--- config.mk ---
export PLATFORM = sky130hd
export DESIGN_NAME = dram_read_arbiter_flat
export DESIGN_NICKNAME = d
export VERILOG_FILES = /design/src/rtl/dram_read_arbiter_if.sv /design/src/rtl/dram_read_arbiter.sv /design/src/flat_wrapper.sv
export SDC_FILE = /design/constraint.sdc
export NUM_CORES = 1
export LEC_CHECK = 0
export CELL_PAD_IN_SITES_DETAIL_PLACEMENT = 0
export CELL_PAD_IN_SITES_GLOBAL_PLACEMENT = 1
export CORE_ASPECT_RATIO = 2
export CORE_MARGIN = 4
export CORE_UTILIZATION = 25
export CTS_BUF_LIST = sky130_fd_sc_hd__clkbuf_2
export DETAILED_ROUTE_END_ITERATION = 8
export GPL_TIMING_DRIVEN = 0
export PLACE_DENSITY = 0.64
export SYNTH_ARGS = -nofsm -noshare
export SYNTH_HDL_FRONTEND = slang
export SYNTH_SLANG_ARGS = --single-unit
--- constraint.sdc ---
create_clock -name CLK -period 3.8 [get_ports CLK]
set_clock_uncertainty 0.1 [all_clocks]
set_input_delay 0.76 -clock CLK [delete_from_list [all_inputs] [get_ports CLK]]
set_output_delay 0.76 -clock CLK [all_outputs]
set_load 0.01 [all_outputs]
--- src/rtl/dram_read_arbiter_if.sv ---
// Bus bundle for the shared DRAM read-command port: the two requester-side
// copies of kick/busy/num/addr/data and the single DRAM-side port.
interface dram_read_arbiter_if;
  // Handshake: a requester holds req_kick[i] high until it sees req_busy[i]
  // high; the arbiter holds kick high until the engine raises busy, and a
  // burst is complete when busy falls. Data words move on each *_we pulse.
  logic [1:0]  req_kick;
  logic [31:0] req_num0;
  logic [31:0] req_num1;
  logic [31:0] req_addr0;
  logic [31:0] req_addr1;
  logic [1:0]  req_busy;
  logic [31:0] req_dout;
  logic [1:0]  req_we;
  logic        kick;
  logic        busy;
  logic [31:0] read_num;
  logic [31:0] read_addr;
  logic [31:0] buf_dout;
  logic        buf_we;

  modport slave (
    input  req_kick, req_num0, req_num1, req_addr0, req_addr1, busy, buf_dout, buf_we,
    output req_busy, req_dout, req_we, kick, read_num, read_addr
  );

  modport master (
    output req_kick, req_num0, req_num1, req_addr0, req_addr1, busy, buf_dout, buf_we,
    input  req_busy, req_dout, req_we, kick, read_num, read_addr
  );
endinterface

--- src/rtl/dram_read_arbiter.sv ---
// Round-robin arbiter sharing one DRAM read-command port between two
// requesters, with a start timeout and a returned-word-count check.
module dram_read_arbiter #(
  parameter logic [15:0] TIMEOUT = 16'd4096
) (
  input  logic                      CLK,
  input  logic                      RST,
  dram_read_arbiter_if.slave        bus,
  output logic [1:0]                grant,
  output logic [1:0]                err,
  input  logic                      ERR_CLR,
  output logic [1:0]                dbg_state
);

  typedef enum logic [1:0] {
    S_IDLE    = 2'd0,
    S_ISSUE   = 2'd1,
    S_XFER    = 2'd2,
    S_RELEASE = 2'd3
  } state_t;

  state_t      state_q, state_d;
  logic [1:0]  grant_d;
  logic        last_g_q, last_g_d;
  logic [31:0] addr_q, addr_d;
  logic [31:0] num_q, num_d;
  logic [31:0] cnt_q, cnt_d;
  logic [15:0] tmo_q, tmo_d;
  logic [1:0]  err_d;
  logic        kick_q;
  logic [1:0]  req_busy_q;
  logic        active;
  logic        routed;
  logic        pick1;

  // Strobes only reach the owner while a burst is actually in flight.
  assign active        = (state_q == S_ISSUE) || (state_q == S_XFER);
  assign routed        = bus.buf_we & active;
  assign bus.req_we    = {2{routed}} & grant;
  assign bus.req_dout  = bus.buf_dout;
  assign bus.kick      = kick_q;
  assign bus.req_busy  = req_busy_q;
  assign bus.read_addr = addr_q;
  assign bus.read_num  = num_q;
  assign dbg_state     = state_q;

  always_comb begin
    state_d  = state_q;
    grant_d  = grant;
    last_g_d = last_g_q;
    addr_d   = addr_q;
    num_d    = num_q;
    tmo_d    = tmo_q;
    cnt_d    = cnt_q;
    pick1    = 1'b0;
    // A fresh error is OR-ed in after the clear, so it survives a same-cycle clear.
    err_d    = ERR_CLR ? 2'b00 : err;

    if (routed && (cnt_q != 32'hFFFF_FFFF)) cnt_d = cnt_q + 32'd1;
    if (bus.buf_we && !active) err_d[1] = 1'b1;

    case (state_q)
      S_IDLE: begin
        if (bus.req_kick != 2'b00) begin
          pick1   = (bus.req_kick == 2'b10) || ((bus.req_kick == 2'b11) && !last_g_q);
          grant_d = pick1 ? 2'b10 : 2'b01;
          addr_d  = pick1 ? bus.req_addr1 : bus.req_addr0;
          num_d   = pick1 ? bus.req_num1 : bus.req_num0;
          cnt_d   = 32'd0;
          tmo_d   = 16'd0;
          state_d = S_ISSUE;
        end
      end
      S_ISSUE: begin
        if (bus.busy) begin
          state_d = S_XFER;
        end else if (tmo_q == 16'(TIMEOUT - 16'd1)) begin
          err_d[0] = 1'b1;
          state_d  = S_RELEASE;
        end else begin
          tmo_d = tmo_q + 16'd1;
        end
      end
      S_XFER: begin
        if (!bus.busy) begin
          if (cnt_d != num_q) err_d[1] = 1'b1;
          state_d = S_RELEASE;
        end
      end
      S_RELEASE: begin
        last_g_d = grant[1];
        grant_d  = 2'b00;
        state_d  = S_IDLE;
      end
      default: begin
        grant_d = 2'b00;
        state_d = S_IDLE;
      end
    endcase
  end

  always_ff @(posedge CLK or posedge RST) begin
    if (RST) begin
      state_q    <= S_IDLE;
      grant      <= 2'b00;
      last_g_q   <= 1'b1;
      addr_q     <= 32'd0;
      num_q      <= 32'd0;
      cnt_q      <= 32'd0;
      tmo_q      <= 16'd0;
      err        <= 2'b00;
      kick_q     <= 1'b0;
      req_busy_q <= 2'b00;
    end else begin
      state_q    <= state_d;
      grant      <= grant_d;
      last_g_q   <= last_g_d;
      addr_q     <= addr_d;
      num_q      <= num_d;
      cnt_q      <= cnt_d;
      tmo_q      <= tmo_d;
      err        <= err_d;
      kick_q     <= (state_d == S_ISSUE);
      req_busy_q <= grant_d & {2{(state_d == S_ISSUE) || (state_d == S_XFER)}};
    end
  end

endmodule

--- src/flat_wrapper.sv ---
// flat-port wrapper written by rule: the top's interface ports become plain ports
module dram_read_arbiter_flat 
#(
  parameter logic [15:0] TIMEOUT = 16'd4096
)
  (CLK, RST, grant, err, ERR_CLR, dbg_state, bus_req_kick, bus_req_num0, bus_req_num1, bus_req_addr0, bus_req_addr1, bus_busy, bus_buf_dout, bus_buf_we, bus_req_busy, bus_req_dout, bus_req_we, bus_kick, bus_read_num, bus_read_addr);
  dram_read_arbiter_if bus_i ();
  input  logic CLK;
  input  logic RST;
  output logic [1:0] grant;
  output logic [1:0] err;
  input  logic ERR_CLR;
  output logic [1:0] dbg_state;
  input wire logic [$bits(bus_i.req_kick)-1:0] bus_req_kick;
  input wire logic [$bits(bus_i.req_num0)-1:0] bus_req_num0;
  input wire logic [$bits(bus_i.req_num1)-1:0] bus_req_num1;
  input wire logic [$bits(bus_i.req_addr0)-1:0] bus_req_addr0;
  input wire logic [$bits(bus_i.req_addr1)-1:0] bus_req_addr1;
  input wire logic [$bits(bus_i.busy)-1:0] bus_busy;
  input wire logic [$bits(bus_i.buf_dout)-1:0] bus_buf_dout;
  input wire logic [$bits(bus_i.buf_we)-1:0] bus_buf_we;
  output wire logic [$bits(bus_i.req_busy)-1:0] bus_req_busy;
  output wire logic [$bits(bus_i.req_dout)-1:0] bus_req_dout;
  output wire logic [$bits(bus_i.req_we)-1:0] bus_req_we;
  output wire logic [$bits(bus_i.kick)-1:0] bus_kick;
  output wire logic [$bits(bus_i.read_num)-1:0] bus_read_num;
  output wire logic [$bits(bus_i.read_addr)-1:0] bus_read_addr;
  assign bus_i.req_kick = bus_req_kick;
  assign bus_i.req_num0 = bus_req_num0;
  assign bus_i.req_num1 = bus_req_num1;
  assign bus_i.req_addr0 = bus_req_addr0;
  assign bus_i.req_addr1 = bus_req_addr1;
  assign bus_i.busy = bus_busy;
  assign bus_i.buf_dout = bus_buf_dout;
  assign bus_i.buf_we = bus_buf_we;
  assign bus_req_busy = bus_i.req_busy;
  assign bus_req_dout = bus_i.req_dout;
  assign bus_req_we = bus_i.req_we;
  assign bus_kick = bus_i.kick;
  assign bus_read_num = bus_i.read_num;
  assign bus_read_addr = bus_i.read_addr;
  dram_read_arbiter #(.TIMEOUT(TIMEOUT)) u_core (.CLK(CLK), .RST(RST), .bus(bus_i), .grant(grant), .err(err), .ERR_CLR(ERR_CLR), .dbg_state(dbg_state));
endmodule
==> flow_summary.toml <==
[status]
outcome = "finished clean"

[grt]
grt_busiest_layer = "met2"
grtUsageMet3 = 0.03814
gr-usage-met1 = 0.1737
grt_pass1_wl_mm = 45.80
grt_usage = 0.1920
grt_max_degree = 39
grt_antenna_before_repair = 1
first_global_vias = 7522
overflow = 0
met2_usage = 0.3768

[final_layout]
nets = 1271
layout_commonest_cell = "clkdlybuf4s50_1"
drive_above_1_share = 0.09919
fin_util = 0.3630
syn_to_final_growth_pct = 43.40
final_area_um2 = 10670
layout_common_cells = "241 x clkdlybuf4s50_1, 119 x dfrtp_1, 108 x nand2_1, 84 x o21ai_0, 67 x mux2i_1"

[synth]
ys_ff_latch = 122
synth_area_um2 = 7441
synthCells = 831
synth_nets = 1006
synth_cell_types = 69
synth_simple_gate_area_frac = 0.2107
ys_async_sr_fraction = 1.000
synth_seq_area_share = 0.4105
synth_edf_count = 0
synth-xor-area-share = 0.07600
yosysTopAreaCellShare = 0.4069
syn_avg_cell_area_um2 = 8.954
synth_area_leaders = "dfrtp_1 41%, mux2i_1 9.0%, o21ai_0 5.7%"
synth_area_leader_cell = "dfrtp_1"
yosysWarnings = 0
synthMuxAreaShare = 0.09316
synth_compound_area_frac = 0.1239
synth_flop_cell = "dfrtp_1"
synth-adder-area-share = 0.01345
synth_top_family_by_area = "simple AND/OR/NAND/NOR gates"

[clock_tree]
cts_htree_levels = 4
clk_pin_slew_ns = 0.19
cts.sinks = 122
ctsRootBufferMaster = "clkbuf_2"
clock_path_buffers = 2
clock_latency_ns = 0.79
cts_tree = "done"
numCtsBuffers = 17

[placement]
port-buffer-count = 241
globalplace.congestion = 0.9313
dpl.hpwl_mm = 26.25
place_area_um2 = 10370
pre_cts_ws_ns = -1.040

[min_path]
hp-class = "in2async"

[sta]
fmax_mhz = 271.3
setup_viol = 0
slew_viol_final = 0
slew_headroom = 0.3601
worst_pin_slew_ns = 0.9598
finalHoldViolCount = 0
post-route-period-util = 0.9700
layout_setup_ws_ns = 0.1139
period_minus_slack_ns = 3.686
hold-worst-slack_ns = 0.2849

[setup_path]
r2r_cells = 11
required_ns = 4.30
end_kind = "flip-flop"
critPathMaxFanout = 9
reg2reg_to = "u_core.err[1]"
r2r_start = "u_core.dbg_state[0]"
arrival_ns = 4.18
endpoint = "u_core.err[1]"
r2r_slack_ns = 0.11
startpoint_type = "flip-flop"
crit_start = "u_core.dbg_state[0]"
worstSetupPathType = "reg2reg"

[routing]
dr.pass1.iters = 6
vias_per_cell = 4.875
vias = 7186
routedWlPerCell_um = 21.38
final_antenna_net_count = 0
drtIter0Drc = 402
drc = 0
wl_mm = 31.52

[power]
ir_drop_mv = 0.2150
leakagePower_nw = 4.521
p_total_mw = 5.942
power_density_nw_per_um2 = 556.8

[floorplanning]
row_count = 89
io_pins = 274
core_um2 = 29400
dieWidth_um = 130.0
dieArea_um2 = 32750
start_util = 0.2531
die_h_um = 252.0

[flow_run]
cap_violations = 0
## metal layers
layer	up-vias	wire, um
met2	268	18350
met5	-	0
met4	0	1810
li1	3427	-
met1	3424	9858
met3	67	1492
## cells in the mapped netlist, drive strengths merged, types with 2 or more instances
library cell	number
a2111oi	2
a211o	2
a211oi	3
a21boi	2
a21oi	24
a22o	2
a22oi	2
a31o	2
a31oi	8
and2	7
and3	16
and4	9
buf	48
clkbuf	31
dfrtp	121
ha	8
inv	20
mux2	2
mux2i	67
nand2	109
nand2b	7
nand3	23
nand4	22
nor2	64
nor2b	6
nor3	16
nor4	9
nor4b	3
o2111ai	2
o211ai	3
o21a	3
o21ai	85
o221ai	2
o22ai	4
or2	2
or3	8
or4	8
xnor2	36
xor2	26
## worst min path at each step
stage / cells after the start / to / slack, ns / start
6_report: 2 / u_core.cnt_q[14] / 0.28 / RST
3_3_place_gp: 2 / u_core.bus.read_addr[23] / 0.36 / u_core.bus.read_addr[23]
4_1_cts: 2 / u_core.cnt_q[14] / 0.19 / RST
2_1_floorplan: 2 / u_core.tmo_q[1] / 0.37 / u_core.tmo_q[1]
5_1_grt: 2 / u_core.bus.kick / 0.21 / RST
3_5_place_dp: 2 / u_core.bus.read_addr[7] / 0.37 / u_core.bus.read_addr[7]
## registers in the layout (all words and copies together) (netlist names)
register / flops
u_core.bus.req_busy: 2
u_core.grant: 2
u_core.bus.kick: 1
u_core.bus.read_addr: 32
u_core.last_g_q: 1
u_core.cnt_q: 32
u_core.dbg_state: 2
u_core.err: 2
u_core.tmo_q: 16
u_core.bus.read_num: 32
## cells by family after synthesis
kind of cell	Yosys count
adders and majority gates	8
AOI/OAI and AO/OA	156
DFF	122
xor gates and xnor gates	63
muxes	69
buffers and inverters	99
and+or+nand+nor	314
## stage by stage
| stage | cells | TNS [ns] |
|---|---|---|
| 2_1_floorplan | 831 | 0 |
| 3_3_place_gp | 1436 | -2.006 |
| 3_5_place_dp | 1439 | -2.335 |
| 4_1_cts | 1471 | 0 |
| 5_1_grt | 1474 | -0.01047 |
| 6_report | 1474 | 0 |
## report_power, final
group	internal (mW)	leakage [nW]	switching (mW)
Combinational	1.40	2.81	1.56
Sequential	1.69	1.58	0.477
Clock	0.242	0.132	0.572
Total	3.33	4.52	2.61
## layout make-up
class                      count  area [um2]
fill                        3150       18730
multi-input combinational    610        3910
sequential                   122        3057
timing repair buffer         247        2495
buffer                        78       461.7
tap                          364       455.4
clock inverter                14       120.1
clock buffer                  18       90.09
inverter                      20       78.83
antenna                        1       2.502
## worst max-delay path, cell delays in order (launching register included)
cell and delay [ns]:
dfrtp_2 0.44, inv_1 0.10, ha_1 0.28, clkbuf_4 0.20
nand2_2 0.17, nor3_1 0.32, nand4_1 0.16, nor3_1 0.76
or3b_2 0.24, o221ai_1 0.22, nor4_2 0.31, a31oi_2 0.20
## repair_timing
action                     4_1_cts  5_1_grt
hold endpoints to repair         0        0
gates resized for setup         10        6
setup endpoints to repair        2        2
setup buffers                    0        3
pin swaps                        0        3
hold buffers                     0        0
No activity file was read; power rests on OpenSTA's default activity.
